===== src/rtl/sel_arb_pkg.sv =====
// Shared types for the two-channel select arbiter: grant encoding and round-robin channel id.
package sel_arb_pkg;

  typedef enum logic [1:0] {GNT_NONE, GNT_A, GNT_B} gnt_t;
  typedef enum logic {CH_A, CH_B} ch_t;

  // A tie goes to the channel that was not granted last.
  function automatic gnt_t pick_grant(input logic a_full, input logic b_full, input ch_t rr_last);
    gnt_t g;
    g = GNT_NONE;
    if (a_full && b_full) begin
      g = (rr_last == CH_B) ? GNT_A : GNT_B;
    end else if (a_full) begin
      g = GNT_A;
    end else if (b_full) begin
      g = GNT_B;
    end
    return g;
  endfunction

endpackage


===== src/rtl/sel_arb2_if.sv =====
// Producer-side valid/ready pairs and downstream select/data outputs of sel_arb2.
interface sel_arb2_if #(
    parameter int WIDTH = 1
);
    logic             a_valid;
    logic [WIDTH-1:0] a_data;
    logic             a_ready;
    logic             b_valid;
    logic [WIDTH-1:0] b_data;
    logic             b_ready;
    logic             selA;
    logic [WIDTH-1:0] QA;
    logic             selB;
    logic [WIDTH-1:0] QB;

    modport slave (
        input  a_valid, a_data, b_valid, b_data,
        output a_ready, b_ready, selA, QA, selB, QB
    );

    modport master (
        output a_valid, a_data, b_valid, b_data,
        input  a_ready, b_ready, selA, QA, selB, QB
    );
endinterface


===== src/rtl/sel_arb_slot.sv =====
// One-entry channel buffer; a drain and an accept on the same edge keep it full with the new word.
module sel_arb_slot #(
    parameter int WIDTH = 1
) (
    input  logic             clk,
    input  logic             rst,
    input  logic             in_valid,
    input  logic [WIDTH-1:0] in_data,
    output logic             in_ready,
    input  logic             drain,
    output logic             full,
    output logic [WIDTH-1:0] data
);
    logic             full_q, full_d;
    logic [WIDTH-1:0] data_q, data_d;

    assign in_ready = !full_q || drain;
    assign full     = full_q;
    assign data     = data_q;

    always_comb begin
        full_d = full_q;
        data_d = data_q;
        if (in_valid && in_ready) begin
            full_d = 1'b1;
            data_d = in_data;
        end else if (drain) begin
            full_d = 1'b0;
        end
    end

    always_ff @(posedge clk or posedge rst) begin
        if (rst) begin
            full_q <= 1'b0;
            data_q <= '0;
        end else begin
            full_q <= full_d;
            data_q <= data_d;
        end
    end
endmodule


===== src/rtl/sel_arb2.sv =====
// Round-robin arbiter between two buffered channels driving mutually exclusive registered selects.
module sel_arb2
    import sel_arb_pkg::*;
#(
    parameter int WIDTH = 1
) (
    input  logic       clk,
    input  logic       rst,
    sel_arb2_if.slave  bus
);
    logic             a_full, b_full;
    logic [WIDTH-1:0] a_buf, b_buf;
    logic             drain_a, drain_b;
    gnt_t             gnt;

    ch_t              rr_last_q, rr_last_d;
    logic             selA_q, selA_d;
    logic             selB_q, selB_d;
    logic [WIDTH-1:0] QA_q, QA_d;
    logic [WIDTH-1:0] QB_q, QB_d;

    sel_arb_slot #(.WIDTH(WIDTH)) u_slot_a (
        .clk      (clk),
        .rst      (rst),
        .in_valid (bus.a_valid),
        .in_data  (bus.a_data),
        .in_ready (bus.a_ready),
        .drain    (drain_a),
        .full     (a_full),
        .data     (a_buf)
    );

    sel_arb_slot #(.WIDTH(WIDTH)) u_slot_b (
        .clk      (clk),
        .rst      (rst),
        .in_valid (bus.b_valid),
        .in_data  (bus.b_data),
        .in_ready (bus.b_ready),
        .drain    (drain_b),
        .full     (b_full),
        .data     (b_buf)
    );

    assign gnt     = pick_grant(a_full, b_full, rr_last_q);
    assign drain_a = (gnt == GNT_A);
    assign drain_b = (gnt == GNT_B);

    always_comb begin
        rr_last_d = rr_last_q;
        selA_d    = 1'b0;
        selB_d    = 1'b0;
        QA_d      = QA_q;
        QB_d      = QB_q;
        case (gnt)
            GNT_A: begin
                selA_d    = 1'b1;
                QA_d      = a_buf;
                rr_last_d = CH_A;
            end
            GNT_B: begin
                selB_d    = 1'b1;
                QB_d      = b_buf;
                rr_last_d = CH_B;
            end
            default: ;
        endcase
    end

    // rr_last resets to B so that A wins the first tie.
    always_ff @(posedge clk or posedge rst) begin
        if (rst) begin
            rr_last_q <= CH_B;
            selA_q    <= 1'b0;
            selB_q    <= 1'b0;
            QA_q      <= '0;
            QB_q      <= '0;
        end else begin
            rr_last_q <= rr_last_d;
            selA_q    <= selA_d;
            selB_q    <= selB_d;
            QA_q      <= QA_d;
            QB_q      <= QB_d;
        end
    end

    assign bus.selA = selA_q;
    assign bus.selB = selB_q;
    assign bus.QA   = QA_q;
    assign bus.QB   = QB_q;
endmodule


===== src/flat_wrapper.sv =====
// flat-port wrapper written by rule: the top's interface ports become plain ports
module sel_arb2_flat import sel_arb_pkg::*;
#(
    parameter int WIDTH = 1
)
  (clk, rst, bus_a_valid, bus_a_data, bus_b_valid, bus_b_data, bus_a_ready, bus_b_ready, bus_selA, bus_QA, bus_selB, bus_QB);
  sel_arb2_if #(.WIDTH(WIDTH)) bus_i ();
  input  logic clk;
  input  logic rst;
  input wire logic [$bits(bus_i.a_valid)-1:0] bus_a_valid;
  input wire logic [$bits(bus_i.a_data)-1:0] bus_a_data;
  input wire logic [$bits(bus_i.b_valid)-1:0] bus_b_valid;
  input wire logic [$bits(bus_i.b_data)-1:0] bus_b_data;
  output wire logic [$bits(bus_i.a_ready)-1:0] bus_a_ready;
  output wire logic [$bits(bus_i.b_ready)-1:0] bus_b_ready;
  output wire logic [$bits(bus_i.selA)-1:0] bus_selA;
  output wire logic [$bits(bus_i.QA)-1:0] bus_QA;
  output wire logic [$bits(bus_i.selB)-1:0] bus_selB;
  output wire logic [$bits(bus_i.QB)-1:0] bus_QB;
  assign bus_i.a_valid = bus_a_valid;
  assign bus_i.a_data = bus_a_data;
  assign bus_i.b_valid = bus_b_valid;
  assign bus_i.b_data = bus_b_data;
  assign bus_a_ready = bus_i.a_ready;
  assign bus_b_ready = bus_i.b_ready;
  assign bus_selA = bus_i.selA;
  assign bus_QA = bus_i.QA;
  assign bus_selB = bus_i.selB;
  assign bus_QB = bus_i.QB;
  sel_arb2 #(.WIDTH(WIDTH)) u_core (.clk(clk), .rst(rst), .bus(bus_i));
endmodule

===== config.mk =====
export PLATFORM = sky130hd
export DESIGN_NAME = sel_arb2_flat
export DESIGN_NICKNAME = d
export VERILOG_FILES = /design/src/rtl/sel_arb_pkg.sv /design/src/rtl/sel_arb2_if.sv /design/src/rtl/sel_arb_slot.sv /design/src/rtl/sel_arb2.sv /design/src/flat_wrapper.sv
export SDC_FILE = /design/constraint.sdc
export NUM_CORES = 1
export LEC_CHECK = 0
export BUFFER_PORTS_ARGS = -buffer_cell sky130_fd_sc_hd__buf_4
export CAP_MARGIN = 20
export CORE_AREA = 8 8 45 47
export DETAILED_ROUTE_END_ITERATION = 10
export DIE_AREA = 0 0 53 55
export SKIP_LAST_GASP = 1
export SYNTH_ARGS = -nofsm -noshare
export SYNTH_HDL_FRONTEND = slang
export SYNTH_HIERARCHICAL = 1
export SYNTH_SLANG_ARGS = --single-unit

===== constraint.sdc =====
create_clock -name clk -period 1.75 [get_ports clk]
set_clock_uncertainty 0.2 [all_clocks]
set_input_delay 0.0875 -clock clk [delete_from_list [all_inputs] [get_ports clk]]
set_output_delay 0.0875 -clock clk [all_outputs]
set_load 0.01 [all_outputs]

Word level (Yosys, flattened, before mapping)
Index checks and enable logic that the tools add are counted.
{"block": "op_classes", "n_mux": 11, "n_reduce_logical": 10, "n_eq_ne": 2}
{"op": "2-bit two-way mux", "n": 4}
{"op": "1-bit two-way mux", "n": 6}
{"op": "2-bit nonzero test", "n": 3}
{"op": "1-bit logical AND", "n": 3}
{"op": "2-bit by 1-bit == test with 1-bit output (second input constant)", "n": 1}
{"op": "2-bit == test (second input constant)", "n": 1}
{"op": "1-bit logical NOT", "n": 2}
{"op": "1-bit logical OR", "n": 2}
{"op": "1-bit one-hot mux with 2 select lines", "n": 1}
{"block": "word_totals", "register_bits": 9, "wordCells": 32, "output_inout_bits": 6, "in_bits": 6}

Depth between registers and ports, before layout
{"block": "depth", "depth_word": 7, "ltp_mapped": 6, "mapped_depth_nobuf": 6}

By module
The synthesis kept the hierarchy.
{"mod": "sel_arb2", "area_each_um2": 254.0, "cells_per_inst": 19, "seq_area_each_um2": 126.4, "n_inst": 1}
{"mod": "sel_arb_slot", "area_each_um2": 96.3, "cells_per_inst": 7, "seq_area_each_um2": 50.0, "n_inst": 2}

Least setup slack after synthesis
No wires, ideal clock.
{"block": "synth_timing", "path_type": "reg-to-reg", "from": "register u_core.rr_last_q", "to": "register u_core.u_slot_b.data_q (netlist: u_core/u_slot_b/data)", "period_less_slack_ns": 1.708, "slack_ns": 0.042, "n_path_buf": 0, "setup_time_ns": 0.125, "stages_incl_launch_ff": 6, "required_time_ns": 1.425, "arrival_time_ns": 1.383, "path_cell_list": "dfstp_2 o21ai_0 ha_1 nand2b_4 nand2_2 mux2_4"}
{"block": "synth_via", "elab_chain_cells": 5}
{"element": "start: declaration", "line_no": "sel_arb2.sv:16", "source": "ch_t rr_last_q, rr_last_d;"}
{"element": "start signal: assignment", "line_no": "sel_arb2.sv:78", "source": "rr_last_q <= rr_last_d;"}
{"element": "2-bit two-way mux", "line_no": "sel_arb_pkg.sv:12", "source": "g = (rr_last == CH_B) ? GNT_A : GNT_B;"}
{"element": "2-bit two-way mux", "line_no": "sel_arb_pkg.sv:11", "source": "if (a_full && b_full) begin"}
{"element": "2-bit == test", "line_no": "sel_arb2.sv:46", "source": "assign drain_b = (gnt == GNT_B);"}
{"element": "named net u_core.drain_b", "line_no": "sel_arb2.sv:13", "source": "logic drain_a, drain_b;"}
{"element": "1-bit logical OR", "line_no": "sel_arb_slot.sv:17", "source": "assign in_ready = !full_q || drain;"}
{"element": "named net bus_b_ready", "line_no": "flat_wrapper.sv:15", "source": "output wire logic [$bits(bus_i.b_ready)-1:0] bus_b_ready;"}
{"element": "1-bit logical AND", "line_no": "sel_arb_slot.sv:24", "source": "if (in_valid && in_ready) begin"}
{"element": "end signal: assignment", "line_no": "sel_arb_slot.sv:38", "source": "data_q <= data_d;"}
{"element": "end: declaration", "line_no": "sel_arb_slot.sv:15", "source": "logic [WIDTH-1:0] data_q, data_d;"}
The timed path passes the listed nets, and every way through them passes these cells.
A chain may end at the register's enable or synchronous reset.

Worst setup path in the final report
{"block": "layout_timing", "from": "register u_core.rr_last_q", "to": "register u_core.u_slot_a.data_q (netlist: u_core/u_slot_a/data)"}
{"block": "layout_via", "elab_chain_cells": 5}
{"element": "2-bit two-way mux", "line_no": "sel_arb_pkg.sv:12"}
{"element": "2-bit two-way mux", "line_no": "sel_arb_pkg.sv:11"}
{"element": "2-bit by 1-bit == test with 1-bit output", "line_no": "sel_arb2.sv:45", "source": "assign drain_a = (gnt == GNT_A);"}
{"element": "named net u_core.drain_a", "line_no": "sel_arb2.sv:13"}
{"element": "1-bit logical OR", "line_no": "sel_arb_slot.sv:17"}
{"element": "1-bit logical AND", "line_no": "sel_arb_slot.sv:24"}
{"element": "end signal: assignment", "line_no": "sel_arb_slot.sv:38"}
{"element": "end: declaration", "line_no": "sel_arb_slot.sv:15"}
The timed path passes the listed nets, and every way through them passes these cells.

==> results_dict.tcl <==
set metrics [dict create \
    r2r_setup_slack_ns 0.03 \
    p_switching_uw 472 \
    cts_inserted_buffers 3 \
    hold_viol_final 0 \
    finalNetCount 68 \
    outcome "finished, final reports clean" \
    worstHoldPathType "input pin to asynchronous set/reset pin" \
    clk_latency_ns 0.26 \
    slew_viol_final 0 \
    worst_slew_pin_slew_ns 0.245 \
    synth_cell_types 12 \
    seq_area_frac_synth_pct 50.7 \
    fill_cells 127 \
    cts_tree "done" \
    clock_power_share_pct 10.7 \
    routed_wl_microns 855 \
    firstDrtPassIters 3 \
    yosys_warnings 6 \
    required_ns 1.69 \
    final_common_cell "buf_4" \
    end_kind "register" \
    dieArea_sq_um 2920 \
    ant_nets 0 \
    fp.dieH_microns 55 \
    yosysTopAreaCell "dfrtp_1" \
    max-slew-margin-rel_pct 83.6 \
    reg2reg_from "u_core/rr_last_q" \
    path_class "register to register" \
    die_w_microns 53 \
    leakagePower_uw 0.000345 \
    critPathArrivalTime_ns 1.66 \
    register_area_sq_um 226 \
    wl_per_cell_microns 11.7 \
    critical_path.endpoint "u_core/u_slot_a/data" \
    grt_max_degree 6 \
    final_util_pct 48.5 \
    crit_start "u_core/rr_last_q" \
    grt_pass1_vias 310 \
    vdd_drop_max_uv 1000 \
    max_freq_mhz 580 \
    hold_ws_ns 0.0667 \
    synthesis.nets 43 \
    cap_viol_max_count 0 \
    clock-sinks 9 \
    overflow 0 \
    root_buffer "clkbuf_4" \
    htree_levels 1 \
    ys_top_cells_by_area "dfrtp_1 45%, mux2_4 17%, ha_1 11%, nand2b_4 6.2%, dfstp_2 5.9%" \
    dr_total_vias 284 \
    reg2reg_to "u_core/u_slot_a/data" \
    finalCriticalPeriod_ns 1.72 \
    yosys_register_bits 9 \
    setup_violations 0 \
    syn_area_per_cell_sq_um 13.5 \
    multi_input_area_sq_um 216 \
    p_seq_share_pct 28.0 \
    fin_crit_sh_pct 98.4 \
    rsz0062_at_grt "true" \
    combPwrFrac_pct 61.3 \
    syn_area_sq_um 447 \
    grt_antenna_before_repair 0 \
    route.detailed.drc 0 \
    syn_inst 33 \
    core_sq_um 1380 \
    hpwl_microns 614 \
    power.internal_uw 970 \
    numPortBuffers 11 \
    path_clk_slew_ns 0.06 \
    synth_top_area_share_pct 44.8 \
    r2r_cells 5 \
    crit_fanout 5 \
    via_per_inst 3.89 \
    gp_congestion 0.733 \
    grt_pass1_wl_mm 1.39 \
    layout_common_cells "14 x buf_4, 8 x dfrtp_1, 5 x dlygate4sd3_1, 5 x mux2_4, 4 x inv_1" \
    power_uw 1440 \
    gr-usage-all-layers_pct 6.88 \
    power.density_nw_per_um2 2150 \
    initial_core_util_pct 32.3 \
    sw_frac_of_total_pct 32.7 \
    drive_gt1_share_pct 56.1 \
    pin_count 12 \
    clockBufferDepth 2 \
    n_antenna_cell 0 \
    drtIter0Drc 1 \
    start_kind "register" \
    row_count 14 \
    area_growth_pct 50.1 \
]
## flip-flops by register name (all words and copies together) (netlist names)
register / flops
u_core/bus.QA: 1
u_core/bus.QB: 1
u_core/bus.selA: 1
u_core/bus.selB: 1
u_core/rr_last_q: 1
u_core/u_slot_a/data: 1
u_core/u_slot_a/full: 1
u_core/u_slot_b/data: 1
u_core/u_slot_b/full: 1
## critical path: stages, from the launching register on
cell and delay, ns:
dfstp_2 0.58, o21a_1 0.17, ha_2 0.18, nand2b_4 0.13, nand2_2 0.05, mux2_4 0.29
## metrics by stage
step                worst slack [ns]  setup TNS [ns]  std cells  area [sq um]
floorplan                     0.0423               0         33           447
global placement              0.0459               0         62           564
detailed placement            0.0105               0         62           564
CTS                          0.00256               0         71           643
global route                 -0.0235         -0.0622         73           671
finish                        0.0271               0         73           671
## area by class of cell
class                   instances  area share, %
inverters                       4           2.24
multi-input cells              20           32.3
well taps                      16           2.99
clock buffers                   4           3.92
repair buffers                 20           24.8
flip-flops and latches          9           33.8
## power by group through the flow
stage	logic, uW	registers (uW)	clock network, uW
final	883	404	154
after global routing	984	414	179
after CTS	813	395	164
after detailed placement	796	397	0
after global placement	793	397	0
after floorplan	515	412	0
## cell usage after synthesis
master    n
dfstp_2   1
o21a_1    1
o21ai_0   1
ha_1      4
nand2_2   2
nand2_1   2
mux2_4    5
dfrtp_1   8
or2b_1    2
a21oi_1   1
nand2b_4  2
inv_1     4
## how the worst min path moves through the flow
stage                           endpoint  slack (ns)  cells past startpoint
floorplan           u_core/u_slot_a/data       -0.37                      1
global placement    u_core/u_slot_a/data       -0.24                      2
detailed placement  u_core/u_slot_a/data       -0.23                      2
CTS                 u_core/u_slot_a/full        0.04                      3
global route        u_core/u_slot_a/full        0.05                      3
finish              u_core/u_slot_a/full        0.07                      3
## metal layers
metal	track usage (%)	vias up	part of all wire (%)	wire length, microns
met5	0	-	0	0
met1	7.45	122	46	392
met4	5.17	0	0	0
met3	4.28	0	8.4	72
met2	9.57	8	46	390
li1	-	154	-	-
## logic make-up (layout without fill, tap and decap cells)
kind of cell             after synthesis  in the layout  synth area share, %
multiplexers                           5              5                 16.8
buffers and inverters                  4             28                 3.36
AND/OR/NAND/NOR                        8              8                 14.0
AO/OA/AOI/OAI                          3              3                 3.92
adder cells (fa/ha/maj)                4              4                 11.2
flip-flops                             9              9                 50.7
## what timing repair did
item,in CTS,in global routing
pin swaps,0,4
gates cloned,0,0
endpoints found under the setup margin,2,4
buffers inserted,0,2
resized for setup,1,5
endpoints found under the hold margin,13,0
hold buffers,5,0
No activity file was read; power rests on OpenSTA's default activity.
